==> src/rtl/pixel_write_slave.sv <==
// Pixel write responder: accepts 32-bit pixel writes with wait_request backpressure,
// queues in-range writes in a FIFO and drains them into the frame-buffer RAM port
// whenever scanout does not own the RAM. Tracks per-frame pixel count and error flags.
module pixel_write_slave #(
    parameter int unsigned DEPTH        = 8,
    parameter int unsigned MEM_AW       = 19,
    parameter int unsigned FRAME_PIXELS = 307200,
    parameter logic [31:0] BASE_ADDR    = 32'h0000_0000,
    parameter int unsigned CNT_W        = 19
) (
    input  logic                       clk,
    input  logic                       rst,
    input  logic                       write_enable_i,
    input  logic [31:0]                write_address_i,
    input  logic [31:0]                write_data_i,
    output logic                       wait_request_o,
    input  logic                       mem_busy_i,
    output logic                       mem_we_o,
    output logic [MEM_AW-1:0]          mem_addr_o,
    output logic [31:0]                mem_wdata_o,
    input  logic                       frame_clear_i,
    output logic [CNT_W-1:0]           pixel_count_o,
    output logic                       frame_done_o,
    output logic                       oor_error_o,
    output logic [$clog2(DEPTH):0]     fifo_level_o
);

    localparam int unsigned PW = $clog2(DEPTH);
    localparam int unsigned LW = PW + 1;
    localparam int unsigned EW = MEM_AW + 32;
    localparam logic [CNT_W-1:0] CntMax = CNT_W'(FRAME_PIXELS);

    logic              init_q;
    logic [PW-1:0]     wr_ptr_q, wr_ptr_d;
    logic [PW-1:0]     rd_ptr_q, rd_ptr_d;
    logic [LW-1:0]     level_q, level_d;
    logic [EW-1:0]     fifo_mem_q [DEPTH];
    logic              mem_we_q;
    logic [MEM_AW-1:0] mem_addr_q;
    logic [31:0]       mem_wdata_q;
    logic [CNT_W-1:0]  count_q, count_d;
    logic              done_q, done_d;
    logic              oor_q, oor_d;

    logic [31:0] offset;
    logic [29:0] word;
    logic        in_range;
    logic        accept, push, pop, oor_hit;

    // Address decode and handshake; wait_request depends on registers only.
    always_comb begin
        offset         = write_address_i - BASE_ADDR;
        word           = offset[31:2];
        in_range       = (write_address_i >= BASE_ADDR) && (write_address_i[1:0] == 2'b00) &&
                         ({2'b00, word} < FRAME_PIXELS);
        wait_request_o = ~init_q | (level_q == LW'(DEPTH));
        accept         = write_enable_i & ~wait_request_o;
        push           = accept & in_range;
        oor_hit        = accept & ~in_range;
        pop            = (level_q != '0) & ~mem_busy_i;
    end

    // FIFO pointer/level and frame-status next-state.
    always_comb begin
        wr_ptr_d = push ? wr_ptr_q + PW'(1) : wr_ptr_q;
        rd_ptr_d = pop  ? rd_ptr_q + PW'(1) : rd_ptr_q;
        level_d  = level_q;
        if (push && !pop) level_d = level_q + LW'(1);
        if (!push && pop) level_d = level_q - LW'(1);

        count_d = count_q;
        done_d  = done_q;
        oor_d   = oor_q | oor_hit;
        if (frame_clear_i) begin
            // A RAM write in the clearing cycle is the first pixel of the new frame.
            count_d = mem_we_q ? CNT_W'(1) : '0;
            done_d  = 1'b0;
            oor_d   = oor_hit;
        end else if (mem_we_q && count_q != CntMax) begin
            count_d = count_q + CNT_W'(1);
            if (count_d == CntMax) done_d = 1'b1;
        end
    end

    // Control state, registered RAM port and status flags.
    always_ff @(posedge clk or posedge rst) begin
        if (rst) begin
            init_q      <= 1'b0;
            wr_ptr_q    <= '0;
            rd_ptr_q    <= '0;
            level_q     <= '0;
            mem_we_q    <= 1'b0;
            mem_addr_q  <= '0;
            mem_wdata_q <= '0;
            count_q     <= '0;
            done_q      <= 1'b0;
            oor_q       <= 1'b0;
        end else begin
            init_q   <= 1'b1;
            wr_ptr_q <= wr_ptr_d;
            rd_ptr_q <= rd_ptr_d;
            level_q  <= level_d;
            mem_we_q <= pop;
            if (pop) begin
                mem_addr_q  <= fifo_mem_q[rd_ptr_q][EW-1:32];
                mem_wdata_q <= fifo_mem_q[rd_ptr_q][31:0];
            end
            count_q <= count_d;
            done_q  <= done_d;
            oor_q   <= oor_d;
        end
    end

    // FIFO storage; contents are don't-care until written, so no reset.
    always_ff @(posedge clk) begin
        if (push) fifo_mem_q[wr_ptr_q] <= {word[MEM_AW-1:0], write_data_i};
    end

    assign mem_we_o      = mem_we_q;
    assign mem_addr_o    = mem_addr_q;
    assign mem_wdata_o   = mem_wdata_q;
    assign pixel_count_o = count_q;
    assign frame_done_o  = done_q;
    assign oor_error_o   = oor_q;
    assign fifo_level_o  = level_q;

endmodule

==> config.mk <==
export PLATFORM = sky130hd
export DESIGN_NAME = pixel_write_slave
export DESIGN_NICKNAME = d
export VERILOG_FILES = /design/src/rtl/pixel_write_slave.sv
export SDC_FILE = /design/constraint.sdc
export NUM_CORES = 1
export LEC_CHECK = 0
export ABC_AREA = 1
export ABC_CLOCK_PERIOD_IN_PS = 7110
export CAP_MARGIN = 30
export CORE_MARGIN = 2
export CORE_UTILIZATION = 45
export DETAILED_ROUTE_END_ITERATION = 8
export PLACE_DENSITY = 0.67
export RECOVER_POWER = 100
export REMOVE_ABC_BUFFERS = 1
export SLEW_MARGIN = 20
export SYNTH_ARGS = -nofsm -noshare
export SYNTH_HDL_FRONTEND = slang
export SYNTH_SLANG_ARGS = --single-unit
==> constraint.sdc <==
create_clock -name clk -period 7.11 [get_ports clk]
set_input_delay 1.422 -clock clk [delete_from_list [all_inputs] [get_ports clk]]
set_output_delay 1.422 -clock clk [all_outputs]
set_load 0.1 [all_outputs]
==> key figures, run 1 <==
Run status
  – Outcome: complete, but fails checks
  – Failing checks: max-capacitance violations, max-slew violations

Critical path
  – WP data required: 7.28 ns
  – Slowest cell on crit path: clkbuf_1
  – Crit path launch type: primary input
  – CP cell instances: dlygate4sd3_1 > a21oi_1 > nor2_1 > o31ai_1 > nand2_1 > nor2_1 > nand2_1 > nor3_1 > clkbuf_1 > clkbuf_1
  – CP peak stage delay: 1.00 ns
  – Worst setup EP type: flip-flop
  – Setup CP Type: primary input to flip-flop
  – Crit path DAT: 5.23 ns
  – Critical path peak fanout: 20

Global routing
  – Vias in the first global route: 12,500
  – Largest net degree at the start of global routing: 92
  – GRT overflow: 0
  – First-pass GRT wire length: 69,000 um
  – Initial antenna violation count: 2
  – Total Routing Usage GR: 20.1%

STA
  – Tcrit/Tclk final: 71.2%
  – Slew Limit Fails: 55
  – Final Hold Fails: 0
  – Rel. slew slack: -11.0%
  – Fin crit period: 5.06 ns
  – Unrepaired setup endpoints after global routing: no
  – Fmax: 0.198 GHz
  – Slew @ Worst Pin: 1.66 ns
  – Setup Total Neg Slack: 0 ns
  – Final setup viols: 0
  – Worst hold slack: 0.471 ns
  – Clk_skew: 0.0319 ns

Clocking
  – CTS Hold Buffers Added: 0
  – Later-pin clock latency in the skew report: 0.59 ns
  – Post-CTS Setup Bufs: 0
  – Root Driver: clkbuf_16
  – Clock slew at reported path FFs: 0.06 ns
  – TritonCTS clock tree: done
  – CTS sink count: 492
  – Bufs on Longest Clock Path: 3
  – CTS buffer count: 49
  – Post_cts resized: 0
  – H-tree depth: 2

Pwr
  – Psw: 3830 uW
  – Pint: 5650 uW
  – Clock group share of total power: 27.6%
  – Sequential group share of total power: 36.8%
  – Gate power share: 35.6%
  – Leakage power: 0.00804 uW
  – Maximum VDD drop: 0.354 mV
  – Switching part of the total: 40.4%
  – Power per Cell Area: 411 mW/mm2

Detailed routing
  – Routed WL: 44,300 um
  – Via density: 5.61
  – Drt pass-1 iters: 5
  – Remaining DRCs: 0
  – Iteration-0 DRC Markers: 1,221
  – Vias: 12,400
  – Antenna Nets Post-Route: 0
  – Routed WL per cell: 20.0 um

Floorplanning
  – IO Count: 147
  – Die H: 212 um
  – Core Area: 0.0428 mm2
  – Die Width: 212 um
  – Cell row count: 76
  – Die Area: 0.0448 mm2
  – Initial Util: 45.3%

Layout
  – Sequential cell area: 0.0144 mm2
  – Proportion of layout cells with a drive suffix above 1: 7.83%
  – Finished layout cell area: 0.0231 mm2
  – Area grow syn2layout: 18.9%
  – Commonest cells after routing, fill and taps aside: edfxtp_1, nor2_1, o21ai_0, nand2_1, dlygate4sd3_1
  – Fin nets: 1,709
  – Fillers: 3,509
  – Leading cell type in the layout, fill and taps excluded: edfxtp_1
  – Fin cells: 2,219
  – Multi-input gate area: 0.00451 mm2

Placement
  – DP Cell Count: 2,126
  – Number of port buffers: 146
  – RD Place Congestion: 0.880
  – Area after DPL: 0.0215 mm2
  – DP Wirelength: 24,700 um

Synthesis
  – Synth cell types: 42
  – Syn Area/Cell: 12.9 um2
  – Post-synth EDFFs: 408
  – Synth Warn #: 0
  – Register area share after synthesis: 74.0%
  – Top FF cell, synth: edfxtp_1
  – Gate Count Post-Synth: 1,501
  – Register bit total from synthesis: 492
  – Synth Cell Area: 0.0194 mm2
  – Async S/R FF share, synth: 17.1%

Run
  – Max cap viols: 2

Hold path
  – Hold Crit Class: flip-flop to flip-flop
## cells by family after synthesis
group           synth area share (%)
buf+inv                         2.79
compound gates                  11.3
flops                           74.0
other cells                   0.0193
xor+xnor                       0.407
simple gates                    10.9
fa+ha+maj                      0.555
## worst max-delay path, delay by kind of cell
family / cells / cell delay (ns)
AND/OR/NAND/NOR: 5 / 1.23
AO/OA/AOI/OAI: 2 / 0.42
buffers and inverters: 3 / 2.14
## stage by stage
step	setup WS (ns)	total power, uW	util (%)
finish	2.05	9480	53.9
global route	1.63	9920	53.9
CTS	3.05	9630	54.1
floorplan	0.849	5950	-
global placement	2.20	6890	49.9
detailed placement	2.45	7010	50.2
## path summary, 6_finish.rpt
| check | cells past startpoint | end | slack [ns] | start |
|---|---|---|---|---|
| worst max-delay path | 10 | fifo_mem_q[0][28] | 2.05 | write_address_i[15] |
| worst min-delay path | 2 | mem_wdata_o[16] | 0.47 | mem_wdata_o[16] |
| worst max register to register | 8 | fifo_mem_q[0][28] | 3.39 | fifo_level_o[1] |
| worst min register to register | 2 | mem_wdata_o[16] | 0.47 | mem_wdata_o[16] |
| max in group asynchronous | 3 | rd_ptr_q[0] | 3.89 | rst |
| min in group asynchronous | 2 | mem_wdata_o[1] | 1.71 | rst |
## area by class of cell
| class | instances | share of cell area (%) |
|---|---|---|
| Sequential cell | 492 | 62.3 |
| Multi-Input combinational cell | 877 | 19.6 |
| Inverter | 42 | 0.716 |
| Tap cell | 546 | 2.96 |
| Clock buffer | 63 | 5.81 |
| Timing Repair Buffer | 170 | 7.29 |
| Clock inverter | 28 | 1.35 |
| Antenna cell | 1 | 0.0109 |
## routing by layer
layer | GRT usage (%) | vias to the layer above | share of wire (%)
met2 | 33.4 | 413 | 49
met4 | 7.99 | 0 | 2.5
met1 | 26.9 | 6181 | 43
li1 | - | 5779 | -
met3 | 2.89 | 66 | 6.1
met5 | 0 | - | 0
## cell usage after synthesis (all sizes together), types with 4 or more instances
| cell type | count | share of area, % |
|---|---|---|
| nor2 | 247 | 5.1 |
| nor3 | 10 | 0.26 |
| nand4 | 4 | 0.13 |
| o221ai | 89 | 4.0 |
| nand2 | 181 | 3.6 |
| ha | 7 | 0.45 |
| dfrtp | 84 | 11 |
| clkbuf | 58 | 1.1 |
| buf | 32 | 0.86 |
| o211ai | 14 | 0.54 |
| edfxtp | 408 | 63 |
| a21oi | 4 | 0.12 |
| o22ai | 23 | 0.74 |
| inv | 41 | 0.79 |
| o21ai | 222 | 5.7 |
| xor2 | 8 | 0.36 |
| nand3 | 57 | 1.6 |
## power by group through the flow
stage / sequential [uW] / combinational, uW / clock, uW
after floorplan: 4810 / 1140 / 0
after global placement: 3580 / 3320 / 0
after detailed placement: 3550 / 3460 / 0
after CTS: 3490 / 3470 / 2670
after global routing: 3510 / 3630 / 2780
final: 3480 / 3380 / 2620
## state kept, by name, indices dropped and copies added, names as in the netlist
signal / count
fifo_mem_q: 408
mem_we_o: 1
init_q: 1
pixel_count_o: 19
rd_ptr_q: 3
fifo_level_o: 4
oor_error_o: 1
mem_addr_o: 19
wr_ptr_q: 3
mem_wdata_o: 32
frame_done_o: 1
No activity file was read; power rests on OpenSTA's default activity.
==> run 2, diff against run 1 <==
Settings changed: ABC_CLOCK_PERIOD_IN_PS 7110 to 5000.
Clock period 7.11 ns to 5 ns, I/O delays scaled along.
==> run 2 against run 1 <==
The flow still finishes with violations (max-capacitance violations, max-slew violations). First-iteration DRC count fell by 19%. Clock-buffer cell count increased by 8. Combinational power up 41%. Die area stayed put. Worst hold slack improved by 0.0038 ns. Critical endpoint is now fifo_mem_q[5][1]. Largest cell class unchanged.
==> key figures, run 2 (synthesized netlist as in run 1, its figures left out) <==
Run status
  – Outcome: complete, but fails checks
  – Failing checks: max-capacitance violations, max-slew violations

Layout
  – Leading cell type in the layout, fill and taps excluded: edfxtp_1
  – Commonest cells after routing, fill and taps aside: edfxtp_1, nor2_1, o21ai_0, nand2_1, dlygate4sd3_1
  – Area grow syn2layout: 18.9%
  – Finished layout cell area: 0.0231 mm2
  – Reg with most FFs: fifo_mem_q
  – Multi-input gate area: 0.00449 mm2
  – Fillers: 3,529
  – Sequential cell area: 0.0144 mm2
  – Max reg flops: 408
  – Final Util: 53.9%
  – Fin cells: 2,221
  – Proportion of layout cells with a drive suffix above 1: 7.66%
  – Fin nets: 1,707

Detailed routing
  – Drt pass-1 iters: 7
  – Routed WL per cell: 20.0 um
  – Antenna Nets Post-Route: 0
  – Vias: 12,500
  – Via density: 5.64
  – Routed WL: 44,400 um
  – Iteration-0 DRC Markers: 987
  – Remaining DRCs: 0

Floorplanning
  – IO Count: 147
  – Die Area: 0.0448 mm2
  – Die H: 212 um
  – Die Width: 212 um
  – Core Area: 0.0428 mm2
  – Cell row count: 76
  – Initial Util: 45.3%

Clocking
  – H-tree depth: 2
  – Post-CTS Setup Bufs: 0
  – CTS Hold Buffers Added: 0
  – Bufs on Longest Clock Path: 3
  – CTS sink count: 492
  – Root Driver: clkbuf_16
  – TritonCTS clock tree: done
  – Post_cts resized: 0
  – Later-pin clock latency in the skew report: 0.58 ns
  – CTS buffer count: 49
  – Clock slew at reported path FFs: 0.06 ns

Hold path
  – Hold Crit Class: flip-flop to flip-flop
  – Min-Delay Path Depth: 2
  – Hold Path Origin: mem_wdata_o[27]
  – Hold Crit Endpoint: mem_wdata_o[27]

STA
  – Fin crit period: 3.99 ns
  – Slew Limit Fails: 239
  – Clk_skew: 0.0173 ns
  – Fmax: 0.251 GHz
  – Worst setup margin: 1.01 ns
  – Slew @ Worst Pin: 2.55 ns
  – Unrepaired setup endpoints after global routing: no
  – Rel. slew slack: -70.7%
  – Final setup viols: 0
  – Final Hold Fails: 0
  – Tcrit/Tclk final: 79.8%

Critical path
  – WP data required: 5.17 ns
  – Crit path launch type: primary input
  – Reg2reg end: mem_addr_o[12]
  – Launch point of the worst reg-to-reg path: rd_ptr_q[0]
  – Reg2Reg Depth: 6
  – Reg2reg setup slack: 1.08 ns
  – Setup CP Type: primary input to flip-flop
  – Critical path peak fanout: 51
  – Worst setup EP type: flip-flop
  – Crit path DAT: 4.16 ns

Global routing
  – GRT overflow: 0
  – Initial antenna violation count: 8
  – First-pass GRT wire length: 69,000 um
  – Vias in the first global route: 12,400
  – Total Routing Usage GR: 20.0%
  – Largest net degree at the start of global routing: 115

Placement
  – DP Wirelength: 23,900 um
  – RD Place Congestion: 0.876
  – Area after DPL: 0.0215 mm2
  – DP Cell Count: 2,125
  – Number of port buffers: 146
  – Worst slack, placed: 1.14 ns

Pwr
  – Leakage power: 0.00803 uW
  – Power per Cell Area: 580 mW/mm2
  – Maximum VDD drop: 0.384 mV

Run
  – Max cap viols: 4
[run 2: changes by cell type in the layout (fill, tap and decap cells not counted), moves of 2 or more]
cell | previous run | this run
buf_4 | 13 | 5
clkbuf_2 | 0 | 7
buf_12 | 2 | 7
clkinv_2 | 12 | 8
diode_2 | 1 | 5
bufinv_16 | 6 | 3
clkbuf_16 | 49 | 51
clkdlybuf4s50_1 | 14 | 16
clkinvlp_4 | 4 | 2
dlygate4sd3_1 | 132 | 130
inv_1 | 37 | 35
inv_2 | 2 | 4
[run 2: worst max path at each step]
stage	start	end	cells after the start
after floorplan	rd_ptr_q[0]	mem_addr_o[12]	5
after global placement	write_address_i[15]	fifo_level_o[3]	16
after detailed placement	write_address_i[15]	fifo_level_o[3]	16
after CTS	fifo_level_o[0]	wait_request_o	4
after global routing	write_address_i[15]	fifo_mem_q[5][34]	9
final	write_address_i[15]	fifo_mem_q[5][1]	9
[run 2: through the flow]
stage          setup TNS [ns]  hold WS, ns  power, uW
5_1_grt                     0        0.500      14000
3_3_place_gp                0        0.467       9800
2_1_floorplan         -397.90        0.489       8460
6_report                    0        0.475      13400
4_1_cts                     0        0.485      13600
3_5_place_dp                0        0.467       9980
[run 2: final cells by class]
| type | instances | area share [%] |
|---|---|---|
| inverter | 42 | 0.716 |
| clock inverter | 20 | 0.825 |
| sequential | 492 | 62.3 |
| clock buffer | 71 | 6.08 |
| timing repair buffer | 168 | 7.62 |
| tap | 546 | 2.96 |
| multi-input combinational | 877 | 19.5 |
| antenna | 5 | 0.0543 |
[run 2: critical path: stages]
cell and delay (ns):
dlygate4sd3_1 0.64, a21oi_1 0.22, nor2_1 0.10, o31ai_1 0.19
nand2_1 0.10, nor2_1 0.28, nand2_1 0.18, nor3_2 0.14
clkbuf_2 1.27
[run 2: report_power, final]
group | total [uW] | switching (uW) | internal (uW) | leakage, uW
sequential | 5000 | 304 | 4700 | 0.00471
clock | 3610 | 1500 | 2110 | 0.000776
combinational | 4760 | 3610 | 1150 | 0.00255
total | 13400 | 5420 | 7950 | 0.00803
[run 2: routing by layer]
metal / vias to the layer above / global-route usage (%) / wire length (um)
met2: 444 / 32.9 / 21400
met4: 6 / 7.70 / 1100
met5: - / 0 / 36
li1: 5788 / - / -
met1: 6215 / 26.5 / 19100
met3: 83 / 3.80 / 2730
